<file path="src/rtl/hwpe_ctrl_serial_mult.sv">
// Digit-serial signed/unsigned multiplier with negate and accumulate modes.
// Operands are latched at accept; A is consumed MULT_BITS per cycle, LSB digit first.
module hwpe_ctrl_serial_mult #(
   parameter int AW        = 8,
   parameter int BW        = 8,
   parameter int MULT_BITS = 4,
   parameter int PW        = AW + BW
) (
   input  logic          clk_i,
   input  logic          rst_ni,
   input  logic          clear_i,
   input  logic          start_i,
   input  logic [AW-1:0] a_i,
   input  logic [BW-1:0] b_i,
   input  logic          a_signed_i,
   input  logic          b_signed_i,
   input  logic          invert_i,
   input  logic          acc_i,
   output logic          ready_o,
   output logic          valid_o,
   input  logic          ready_i,
   output logic [PW-1:0] prod_o
);

   localparam int N      = (AW + MULT_BITS - 1) / MULT_BITS;
   localparam int AW_PAD = N * MULT_BITS;
   localparam int CW     = (N > 1) ? $clog2(N) : 1;
   localparam logic [CW-1:0] LAST = CW'(N - 1);

   localparam logic [1:0] IDLE = 2'd0;
   localparam logic [1:0] BUSY = 2'd1;
   localparam logic [1:0] DONE = 2'd2;

   logic [1:0]           state_r;
   logic [1:0]           state_s;
   logic [CW-1:0]        cnt_r;
   logic [AW_PAD-1:0]    a_r;
   logic [AW_PAD-1:0]    a_pad_s;
   logic [PW-1:0]        b_r;
   logic [PW-1:0]        b_ext_s;
   logic [PW-1:0]        acc_r;
   logic [PW-1:0]        digit_ext_s;
   logic [PW-1:0]        term_s;
   logic [PW-1:0]        sum_s;
   logic [MULT_BITS-1:0] digit_s;
   logic                 a_signed_r;
   logic                 invert_r;
   logic                 ready_r;
   logic                 valid_r;
   logic                 accept_s;
   logic                 last_s;
   logic                 top_neg_s;

   // Signed casts of {sign, value} give sign- or zero-extension selected by the mode bit.
   assign a_pad_s = AW_PAD'($signed({a_signed_i & a_i[AW-1], a_i}));
   assign b_ext_s = PW'($signed({b_signed_i & b_i[BW-1], b_i}));

   // Datapath: current digit times the pre-shifted B, added or subtracted.
   always_comb begin
      digit_s     = a_r[MULT_BITS-1:0];
      last_s      = (cnt_r == LAST);
      top_neg_s   = last_s & a_signed_r & digit_s[MULT_BITS-1];
      digit_ext_s = PW'($signed({top_neg_s, digit_s}));
      term_s      = digit_ext_s * b_r;
      if (invert_r) begin
         sum_s = acc_r - term_s;
      end else begin
         sum_s = acc_r + term_s;
      end
   end

   assign accept_s = start_i & (state_r == IDLE);

   // Next-state logic.
   always_comb begin
      state_s = state_r;
      case (state_r)
         IDLE: begin
            if (accept_s) begin
               state_s = BUSY;
            end else begin
               state_s = IDLE;
            end
         end
         BUSY: begin
            if (last_s) begin
               state_s = DONE;
            end else begin
               state_s = BUSY;
            end
         end
         DONE: begin
            if (ready_i) begin
               state_s = IDLE;
            end else begin
               state_s = DONE;
            end
         end
         default: state_s = IDLE;
      endcase
   end

   // Control registers; handshake outputs are registered copies of the next state.
   always_ff @(posedge clk_i or negedge rst_ni) begin
      if (!rst_ni) begin
         state_r <= IDLE;
         ready_r <= 1'b1;
         valid_r <= 1'b0;
      end else if (clear_i) begin
         state_r <= IDLE;
         ready_r <= 1'b1;
         valid_r <= 1'b0;
      end else begin
         state_r <= state_s;
         ready_r <= (state_s == IDLE);
         valid_r <= (state_s == DONE);
      end
   end

   // Operand shifters, digit counter and accumulator.
   always_ff @(posedge clk_i or negedge rst_ni) begin
      if (!rst_ni) begin
         a_r        <= '0;
         b_r        <= '0;
         acc_r      <= '0;
         cnt_r      <= '0;
         a_signed_r <= 1'b0;
         invert_r   <= 1'b0;
      end else if (clear_i) begin
         a_r        <= '0;
         b_r        <= '0;
         acc_r      <= '0;
         cnt_r      <= '0;
         a_signed_r <= 1'b0;
         invert_r   <= 1'b0;
      end else if (accept_s) begin
         a_r        <= a_pad_s;
         b_r        <= b_ext_s;
         acc_r      <= acc_i ? acc_r : '0;
         cnt_r      <= '0;
         a_signed_r <= a_signed_i;
         invert_r   <= invert_i;
      end else if (state_r == BUSY) begin
         // Shifting B left each step applies the digit weight without a variable shifter.
         a_r   <= a_r >> MULT_BITS;
         b_r   <= b_r << MULT_BITS;
         acc_r <= sum_s;
         cnt_r <= last_s ? '0 : cnt_r + CW'(1);
      end else begin
         a_r   <= a_r;
         b_r   <= b_r;
         acc_r <= acc_r;
         cnt_r <= cnt_r;
      end
   end

   assign ready_o = ready_r;
   assign valid_o = valid_r;
   assign prod_o  = acc_r;

endmodule
</file>
<file path="config.mk">
export PLATFORM = sky130hd
export DESIGN_NAME = hwpe_ctrl_serial_mult
export DESIGN_NICKNAME = d
export VERILOG_FILES = /design/src/rtl/hwpe_ctrl_serial_mult.sv
export SDC_FILE = /design/constraint.sdc
export NUM_CORES = 1
export LEC_CHECK = 0
export BUFFER_PORTS_ARGS = -buffer_cell sky130_fd_sc_hd__buf_2
export CAP_MARGIN = 10
export CORE_MARGIN = 4
export CORE_UTILIZATION = 45
export CTS_BUF_LIST = sky130_fd_sc_hd__clkbuf_4 sky130_fd_sc_hd__clkbuf_8
export CTS_CLUSTER_DIAMETER = 100
export DETAILED_ROUTE_END_ITERATION = 10
export SETUP_SLACK_MARGIN = 0.3
export SLEW_MARGIN = 20
export SYNTH_ARGS = -nofsm -noshare
export SYNTH_HDL_FRONTEND = slang
export SYNTH_SLANG_ARGS = --single-unit
</file>
<file path="constraint.sdc">
create_clock -name clk_i -period 12.25 [get_ports clk_i]
set_input_delay 1.225 -clock clk_i [delete_from_list [all_inputs] [get_ports clk_i]]
set_output_delay 1.225 -clock clk_i [all_outputs]
set_load 0.005 [all_outputs]
</file>
==> results.yml, run 1 <==
power_and_ir_drop:
  pwr_density_cell_mw_per_mm2: 118
  p_comb_share_pct: 53.0
  netSwitchingPower_mw: 0.275
  clkPwrFrac_pct: 15.8
  internal-power_mw: 0.378
  ir_drop_uv: 107
  p_leak_nw: 2.70
  power.share.sequential_pct: 31.3
  switching_share_pct: 42.1
floorplanning:
  die_x_um: 114
  core_area_sq_mm: 0.0110
  die_y_um: 114
  io_pins: 43
  initial_utilization_pct: 46.4
  die-area_sq_mm: 0.0131
  core.rowCount: 38
drt:
  wl_per_cell_um: 13.4
  remaining_drc_errors: 0
  drt-initial-drc-count: 113
  via_per_inst: 5.18
  num_vias: 3930
  routed_wl_um: 10200
  dr.pass1.iters: 6
  final_antenna_net_count: 0
synthesis:
  yosys_register_bits: 47
  synthArstFlopShare_pct: 100
  synth_edf_count: 0
  yosysUniqueCellTypes: 54
  synth_ff_type: "dfrtp_1"
  syn-cell-area_sq_mm: 0.00510
  synth_most_common_cell: "inv_1"
  netlist_top_cells_area: "dfrtp_1, fa_1, ha_1, and2_1, inv_1"
  yosys_warnings: 0
  synth_top_area_share_pct: 22.6
  synth_seq_area_share_pct: 23.1
  synth_top_cell_by_area: "dfrtp_1"
  synth_fp_nets: 693
  synthCells: 586
  syn_avg_cell_area_sq_um: 8.70
  synth_common_cells: "inv_1, nor2_1, and2_1"
cts:
  ctsLongestPathBuffers: 2
  cts_root_buf: "clkbuf_8"
  clock_latency_ns: 0.32
  clk_pin_slew_ns: 0.11
  cts_hold_buf: 0
  cts_setup_buffers: 0
  cts_tree: "done"
  htreeDepth: 2
  cts.sinks: 47
  numCtsBuffers: 5
  post_cts_resized: 0
sta:
  setup_viol: 0
  timing.final.crit_share_pct: 57.1
  tns_ns: 0
  rsz0062_at_grt: "false"
  worst_slew_margin_rel_pct: 54.7
  finalHoldViolations: 0
  clock_skew_ns: 0.0174
  final-max-slew-violation-count: 0
  tightestPinTransition_ns: 0.680
  fin_crit_ns: 6.99
  fmax_mhz: 143
grt:
  grt_usage_pct: 16.9
  grt_pass1_vias: 3961
  grt_pass1_wl_um: 18400
  grt_max_degree: 48
  antenna_found_initial: 0
  grt-ovfl-total: 0
cells_and_area:
  n_antenna_cell: 0
  fin_nets: 724
  fillers: 1068
  stdcell_count: 758
  area_growth_pct: 8.32
  drive_gt1_share_pct: 10.7
worst_setup_path:
  timing.rr.start: "a_r[3]"
  crit_path_start_kind: "flip-flop"
  crit_fanout: 15
  worstSetupPathType: "reg2reg"
  ff2ff_setup_slack_ns: 5.26
  reg2reg_to: "prod_o[15]"
  crit_required_ns: 12.45
  endpoint_kind: "flip-flop"
  reg2regPathDepth: 22
  cp_data_arrival_time_ns: 7.19
status:
  status: "finished clean"
run:
  maxCapViolCount: 0
placement:
  port_buffers: 42
  place_inst: 750
  gp_congestion: 0.782
  dp_hpwl_um: 8280
hold_path:
  min_path_cells: 2
  min_to: "b_r[15]"
  worstHoldStart: "b_r[15]"
  hold_class: "reg2reg"
stage by stage:
stage                     util [%]  power, mW  area (sq um)  worst slack (ns)  hold slack [ns]
final                         50.3      0.653          5520              5.26            0.502
after CTS                     50.3      0.661          5520              5.21            0.513
after global placement        49.4      0.547          5430              5.48            0.478
after floorplan                  -      0.476          5100              6.33            0.450
after global routing          50.3      0.719          5520              4.61            0.535
after detailed placement      49.4      0.556          5430              5.25            0.491
area by class of cell:
cell class	instances	area, sq um	share of cell area, %
Clock buffer	6	76.3	1.38
Clock inverter	2	16.3	0.295
Inverter	79	297	5.37
Multi-Input combinational cell	439	3550	64.2
Sequential cell	47	1180	21.3
Tap cell	140	175	3.17
Timing Repair Buffer	45	235	4.26
placed cells by master (no fill, tap or decap), types with 3 or more instances in the layout:
master and n:
inv_1 79, nor2_1 55, and2_1 49, dfrtp_1 46, ha_1 45, buf_2 41
nand2_1 37, fa_1 37, xnor2_1 27, a21oi_1 24, a22o_1 17, o21ai_0 16
a211oi_1 13, xor2_1 11, mux2i_1 9, nand3_1 8, nand2b_1 7, nor3_1 7
nor2b_1 7, a21o_1 7, or3_1 6, o21a_1 5, a31oi_1 5, or2_2 5
clkbuf_8 5, o31ai_1 4, buf_4 4, a211o_1 3, a311oi_1 3, and3_1 3
flip-flops by register name, indices dropped and copies added, names as in the netlist:
name / cells
b_r: 16
cnt_r: 1
invert_r: 1
valid_o: 1
ready_o: 1
state_r: 2
prod_o: 16
a_signed_r: 1
a_r: 8
worst max-delay path by stage:
| stage | end | start | cells past startpoint | slack, ns |
|---|---|---|---|---|
| after detailed placement | prod_o[15] | a_r[3] | 22 | 5.25 |
| after CTS | prod_o[15] | a_r[3] | 22 | 5.21 |
| after floorplan | prod_o[15] | a_r[3] | 25 | 6.33 |
| after global routing | prod_o[15] | a_r[3] | 23 | 4.61 |
| after global placement | prod_o[15] | a_r[3] | 23 | 5.48 |
| final | prod_o[15] | a_r[3] | 22 | 5.26 |
power groups by stage:
| stage | sequential (mW) | combinational [mW] | clock (mW) |
|---|---|---|---|
| 4_1_cts | 0.205 | 0.349 | 0.107 |
| 5_1_grt | 0.209 | 0.398 | 0.112 |
| 6_report | 0.204 | 0.346 | 0.103 |
| 3_3_place_gp | 0.208 | 0.340 | 0 |
| 2_1_floorplan | 0.198 | 0.278 | 0 |
| 3_5_place_dp | 0.208 | 0.348 | 0 |
worst max-delay path: stages (launching register included):
cell and delay [ns]:
dfrtp_1 0.60, nand3_1 0.47, or2_2 0.46, fa_1 0.51, fa_1 0.51, fa_1 0.55, inv_1 0.07, fa_1 0.48
a21o_1 0.18, a211oi_1 0.23, a21oi_1 0.09, or3_1 0.39, nor2_1 0.23, nor2_1 0.08, xnor2_1 0.16, ha_1 0.35
a21oi_1 0.18, nor4b_1 0.47, o41ai_1 0.16, a21o_1 0.20, a21oi_1 0.16, xor2_1 0.09, a22o_1 0.23
logic make-up (layout without fill, tap and decap cells):
logic type | Yosys count | in the layout | share of synthesized area, %
adder cells (fa/ha/maj) | 82 | 82 | 25.6
flip-flops | 47 | 47 | 23.1
buffers and inverters | 100 | 132 | 7.36
AND/OR/NAND/NOR | 194 | 194 | 19.2
XOR/XNOR | 38 | 38 | 6.53
AO/OA/AOI/OAI | 115 | 115 | 16.2
multiplexers | 10 | 10 | 1.99
routing by layer:
| layer | global-route usage [%] | routed length, um | up-vias |
|---|---|---|---|
| met2 | 28.6 | 4830 | 56 |
| met3 | 2.59 | 292 | 8 |
| met5 | 0 | 0 | - |
| li1 | - | - | 2025 |
| met1 | 23.1 | 4980 | 1841 |
| met4 | 3.25 | 88 | 0 |
No activity file was read; power rests on OpenSTA's default activity.
==> run 2: changes to the inputs <==
--- a/config.mk
+++ b/config.mk
@@ -12,6 +12,7 @@
 export CTS_BUF_LIST = sky130_fd_sc_hd__clkbuf_4 sky130_fd_sc_hd__clkbuf_8
 export CTS_CLUSTER_DIAMETER = 100
 export DETAILED_ROUTE_END_ITERATION = 10
+export PLACE_DENSITY = 0.65
 export SETUP_SLACK_MARGIN = 0.3
 export SLEW_MARGIN = 20
 export SYNTH_ARGS = -nofsm -noshare
==> constraint.sdc (replaced) <==
create_clock -name clk_i -period 6.3 [get_ports clk_i]
set_input_delay 0.63 -clock clk_i [delete_from_list [all_inputs] [get_ports clk_i]]
set_output_delay 0.63 -clock clk_i [all_outputs]
set_load 0.005 [all_outputs]
==> run 2 against run 1 <==
  * Final area up 4.2%
  * Die area stayed put
  * Cell count rose by 2.0%
  * Core utilization is 2.1 points higher
  * Critical path type unchanged
  * First-iteration DRC count is 11% lower
  * Worst setup slack worse by 4.7 ns
  * Critical endpoint unchanged
  * Clock power increased by 100%
  * Register-to-register slack got worse by 4.7 ns
  * Hold slack got worse by 0.22 ns
  * Combinational power rose by 130%
  * Sequential power up 91%
==> results.yml, run 2 (synthesis gave the netlist of run 1 again) <==
cts:
  clk_pin_slew_ns: 0.11
  cts_root_buf: "clkbuf_8"
  cts.sinks: 47
  ctsLongestPathBuffers: 2
  clock_latency_ns: 0.33
  cts_hold_buf: 0
  cts_tree: "done"
  numCtsBuffers: 5
  htreeDepth: 2
hold_path:
  hold_class: "in2async"
sta:
  fin_crit_ns: 5.73
  final-max-slew-violation-count: 0
  timing.final.crit_share_pct: 91.0
  fmax_mhz: 174
  clock_skew_ns: 0.0191
  setup_viol: 0
  tns_ns: 0
  tightestPinTransition_ns: 0.675
  rsz0062_at_grt: "false"
  worst_slew_margin_rel_pct: 55.0
  finalHoldViolations: 0
worst_setup_path:
  cp.depth: 23
  endpoint: "prod_o[15]"
  cp_common_cell: "fa_1"
  worstSetupPathType: "reg2reg"
  slowest_delay_ns: 0.54
  cp_data_arrival_time_ns: 5.96
  crit_family: "adder cells"
  crit_fanout: 3
  endpoint_kind: "flip-flop"
  timing.rr.start: "cnt_r"
  reg2regPathDepth: 23
  crit_required_ns: 6.52
  crit_buf_inv: 1
  crit_chain: "nand3_2 > or2_2 > fa_1 > fa_1 > fa_1 > inv_1 > ha_1 > a21o_1 > a211oi_2 > a21oi_2 > or3_4 > nor2_2 > nor2_1 > xnor2_1 > ha_2 > nand3_2 > a211oi_4 > nor4b_4 > o41ai_2 > a21o_1 > a21oi_1 > xor2_1 > a22o_1"
  ff2ff_setup_slack_ns: 0.57
  slowest_stage: "fa_1"
  critPathLaunch: "cnt_r"
  reg2reg_to: "prod_o[15]"
  crit_path_start_kind: "flip-flop"
placement:
  port_buffers: 42
  dp_hpwl_um: 8310
  gp_congestion: 0.781
floorplanning:
  io_pins: 43
  initial_utilization_pct: 46.4
  core.rowCount: 38
  core_area_sq_mm: 0.0110
  die_x_um: 114
  die-area_sq_mm: 0.0131
  die_y_um: 114
drt:
  final_antenna_net_count: 0
  drt-initial-drc-count: 101
  via_per_inst: 5.23
  remaining_drc_errors: 0
  num_vias: 4039
  wl_per_cell_um: 13.7
  dr.pass1.iters: 4
  routed_wl_um: 10600
grt:
  grt_pass1_wl_um: 18500
  grt_pass1_vias: 4085
  antenna_found_initial: 0
  grt_usage_pct: 17.0
  grt_max_degree: 48
  grt-ovfl-total: 0
cells_and_area:
  mostFrequentLayoutCell: "inv_1"
  n_antenna_cell: 0
  area_growth_pct: 12.9
  fin_nets: 739
  drive_gt1_share_pct: 16.3
  most-common-layout-cells: "inv_1, nor2_1, and2_1"
power_and_ir_drop:
  ir_drop_uv: 211
  pwr_density_cell_mw_per_mm2: 240
  p_leak_nw: 2.79
  fin_total_pwr_mw: 1.38
status:
  status: "finished clean"
run:
  maxCapViolCount: 0
[run 2: changes by cell type in the layout (fill, tap and decap cells not counted), moves of 2 or more]
cell      change
a211oi_1      -3
a211oi_2      +2
a21oi_1       -3
a21oi_2       +3
buf_4        +14
ha_1          -4
ha_2          +4
nand3_1       -2
nand3_2       +2
nor2_1        -2
nor2_2        +2
[run 2: how the worst min path moves through the flow]
stage | start | to | cells after the start
global placement | b_r[15] | b_r[15] | 2
global route | rst_ni | prod_o[7] | 1
floorplan | rst_ni | a_r[0] | 0
CTS | rst_ni | prod_o[4] | 1
detailed placement | prod_o[0] | prod_o[0] | 2
finish | rst_ni | prod_o[4] | 1
[run 2: report_power, final]
part | switching (mW) | internal, mW
Combinational | 0.415 | 0.367
Clock | 0.128 | 0.0814
Sequential | 0.0458 | 0.344
Total | 0.588 | 0.792
[run 2: area by class of cell]
| type | instances | area, sq um |
|---|---|---|
| inverters | 79 | 297 |
| well taps | 140 | 175 |
| multi-input cells | 439 | 3660 |
| repair buffers | 60 | 352 |
| flip-flops and latches | 47 | 1180 |
| clock buffers | 5 | 68.8 |
| clock inverters | 3 | 25.0 |
| fillers | 1019 | 5230 |
[run 2: metal layers]
metal / vias up / GRT usage (%) / share of wire, %
met4: 0 / 3.40 / 0.76
li1: 2056 / - / -
met2: 54 / 28.8 / 47
met1: 1922 / 22.8 / 49
met5: - / 0 / 0
met3: 7 / 2.85 / 3.1
[run 2: stage by stage]
step,utilization [%],worst slack [ns],cells,cell area [sq um],hold slack (ns)
6_report,52.4,0.567,773,5760,0.286
5_1_grt,52.4,0.268,773,5760,0.336
4_1_cts,50.9,0.308,765,5590,0.506
3_5_place_dp,49.9,0.206,757,5480,0.493
3_3_place_gp,49.9,0.244,757,5480,0.469
2_1_floorplan,-,0.376,586,5100,0.334
[run 2: repair_timing]
item	in CTS	in global routing
pin swaps	0	15
gates resized for setup	3	24
setup endpoints to repair	1	5
setup buffers	0	8
==> run 3: changes to the inputs <==
--- a/config.mk
+++ b/config.mk
@@ -7,12 +7,14 @@
 export LEC_CHECK = 0
 export BUFFER_PORTS_ARGS = -buffer_cell sky130_fd_sc_hd__buf_2
 export CAP_MARGIN = 10
+export CELL_PAD_IN_SITES_DETAIL_PLACEMENT = 1
+export CELL_PAD_IN_SITES_GLOBAL_PLACEMENT = 1
 export CORE_MARGIN = 4
-export CORE_UTILIZATION = 45
+export CORE_UTILIZATION = 43
 export CTS_BUF_LIST = sky130_fd_sc_hd__clkbuf_4 sky130_fd_sc_hd__clkbuf_8
 export CTS_CLUSTER_DIAMETER = 100
 export DETAILED_ROUTE_END_ITERATION = 10
-export PLACE_DENSITY = 0.65
+export PLACE_DENSITY_LB_ADDON = 0.1
 export SETUP_SLACK_MARGIN = 0.3
 export SLEW_MARGIN = 20
 export SYNTH_ARGS = -nofsm -noshare
==> run 3 against run 2 <==
  * Critical path depth grew 1
  * Via count grew 4.2%
  * Routed wire length grew 17%
  * First-iteration DRC count grew 7.9%
  * Count of clock-buffer cells in the layout grew 1
  * Final area grew 1.7%
  * Highest routed layer unchanged
  * Clock skew shrank 0.0071 ns
  * Clock power grew 30%
  * Critical path type unchanged
  * Sequential cell count is the same
  * Maximum frequency grew 0.73%
  * Hold slack gained 0.023 ns
  * Sequential power is essentially flat
==> results.yml, run 3 (synthesis gave the netlist of run 1 again) <==
status:
  status: "finished clean"
grt:
  antenna_found_initial: 0
  grt_usage_pct: 19.3
  grt_use_met1_pct: 26.2
  grt_max_degree: 48
  met2_usage_pct: 32.2
  met3_usage_pct: 3.08
  grt-ovfl-total: 0
  grt-busiest-layer: "met2"
  grt_pass1_wl_um: 21300
  grt_pass1_vias: 4399
worst_setup_path:
  ff2ff_setup_slack_ns: 0.61
  crit_required_ns: 6.51
  reg2reg_to: "prod_o[15]"
  endpoint_kind: "flip-flop"
  timing.rr.start: "a_signed_r"
  worstSetupPathType: "reg2reg"
  reg2regPathDepth: 24
  crit_path_start_kind: "flip-flop"
  cp_data_arrival_time_ns: 5.90
  crit_fanout: 12
power_and_ir_drop:
  p_comb_share_pct: 55.5
  internal-power_mw: 0.887
  power.share.sequential_pct: 26.2
  ir_drop_uv: 136
  pwr_density_cell_mw_per_mm2: 255
  netSwitchingPower_mw: 0.608
  clkPwrFrac_pct: 18.2
  fin_total_pwr_mw: 1.50
  p_leak_nw: 2.85
  switching_share_pct: 40.7
sta:
  clock_skew_ns: 0.0120
  tightestPinTransition_ns: 0.751
  finalHoldViolations: 0
  worst_slew_margin_rel_pct: 49.8
  tns_ns: 0
  setup_ws_ns: 0.609
  setup_viol: 0
  timing.final.crit_share_pct: 90.3
  fmax_mhz: 176
  rsz0062_at_grt: "false"
  final-max-slew-violation-count: 0
  holdWs_ns: 0.308
  fin_crit_ns: 5.69
drt:
  routed_wl_um: 12300
  drt-initial-drc-count: 109
  final_antenna_net_count: 0
  dr.pass1.iters: 5
  remaining_drc_errors: 0
  wl_per_cell_um: 15.8
  num_vias: 4210
  via_per_inst: 5.40
placement:
  port_buffers: 42
  gp_congestion: 0.804
  post-place-ws_ns: 0.0163
  dp_hpwl_um: 9870
floorplanning:
  io_pins: 43
  core_area_sq_mm: 0.0115
  die_y_um: 117
  die_x_um: 117
  initial_utilization_pct: 44.3
  core.rowCount: 39
  die-area_sq_mm: 0.0137
cts:
  cts.sinks: 47
  clock_latency_ns: 0.32
  cts_root_buf: "clkbuf_8"
  ctsLongestPathBuffers: 2
  numCtsBuffers: 5
  htreeDepth: 2
  cts_hold_buf: 0
  clk_pin_slew_ns: 0.09
  cts_tree: "done"
cells_and_area:
  most-common-layout-cells: "inv_1, nor2_1, and2_1"
  area_growth_pct: 14.9
  drive_gt1_share_pct: 17.0
  fin_nets: 742
  n_antenna_cell: 0
  fin_util_pct: 50.9
  mostFrequentLayoutCell: "inv_1"
run:
  maxCapViolCount: 0
hold_path:
  hold_class: "in2async"
==> run 3: cell count changes in the layout (fill, tap and decap cells not counted), sizes merged <==
cell / previous run / this run
inv: 81 / 79
buf: 60 / 63
clkbuf: 5 / 6
clkinvlp: 1 / 0
bufinv: 0 / 2
==> run 3: layout make-up <==
type                            instances  area, sq um
Timing Repair Buffer                   63          370
Inverter                               79          297
Multi-Input combinational cell        439         3700
Sequential cell                        47         1180
Fill cell                            1364         5660
Clock buffer                            6         76.3
Clock inverter                          2         60.1
Tap cell                              143          179
==> run 3: worst max path at each step <==
| stage | startpoint | endpoint | slack [ns] | cells past startpoint |
|---|---|---|---|---|
| final | a_signed_r | prod_o[15] | 0.61 | 24 |
| after global routing | a_signed_r | prod_o[15] | 0.26 | 23 |
| after CTS | a_signed_r | prod_o[15] | 0.32 | 23 |
| after detailed placement | cnt_r | prod_o[15] | 0.02 | 23 |
| after global placement | cnt_r | prod_o[15] | 0.21 | 23 |
| after floorplan | a_r[3] | prod_o[15] | 0.38 | 25 |
==> run 3: what timing repair did <==
item	in CTS	in global routing
gates cloned	0	0
gates resized for setup	6	23
setup buffers	4	6
endpoints found under the setup margin	1	4
pin swaps	3	12
==> run 3: layer usage <==
| layer | vias up | part of all wire, % |
|---|---|---|
| met3 | 12 | 2.5 |
| met4 | 0 | 1.5 |
| met2 | 49 | 48 |
| li1 | 2051 | - |
| met1 | 2098 | 48 |
| met5 | - | 0 |
==> run 3: metrics by stage <==
stage / instance area, sq um / cells
6_report: 5860 / 779
5_1_grt: 5860 / 779
4_1_cts: 5700 / 773
3_5_place_dp: 5490 / 761
3_3_place_gp: 5490 / 761
2_1_floorplan: 5100 / 586
==> run 3: power by group through the flow <==
| stage | Clock [mW] | Sequential (mW) | Combinational [mW] |
|---|---|---|---|
| after floorplan | 0 | 0.386 | 0.540 |
| after global placement | 0 | 0.397 | 0.697 |
| after detailed placement | 0 | 0.399 | 0.718 |
| after CTS | 0.281 | 0.393 | 0.759 |
| after global routing | 0.293 | 0.400 | 0.936 |
| final | 0.272 | 0.392 | 0.831 |
==> run 3: critical path, cell delays in order, from the launching register on <==
cell and delay [ns]:
dfrtp_1 0.38, nand3_1 0.10, buf_4 0.19, nor2_1 0.08, fa_1 0.54, inv_1 0.05, fa_1 0.50, fa_1 0.54
inv_1 0.06, ha_4 0.27, a21o_1 0.20, a211oi_2 0.21, a21oi_1 0.09, or3_4 0.42, nor2b_2 0.22, a21oi_1 0.11
xnor2_1 0.16, ha_2 0.35, o21a_1 0.11, nor2_1 0.06, o41ai_2 0.34, a21o_1 0.18, a21oi_2 0.06, xor2_1 0.14
a22o_1 0.23
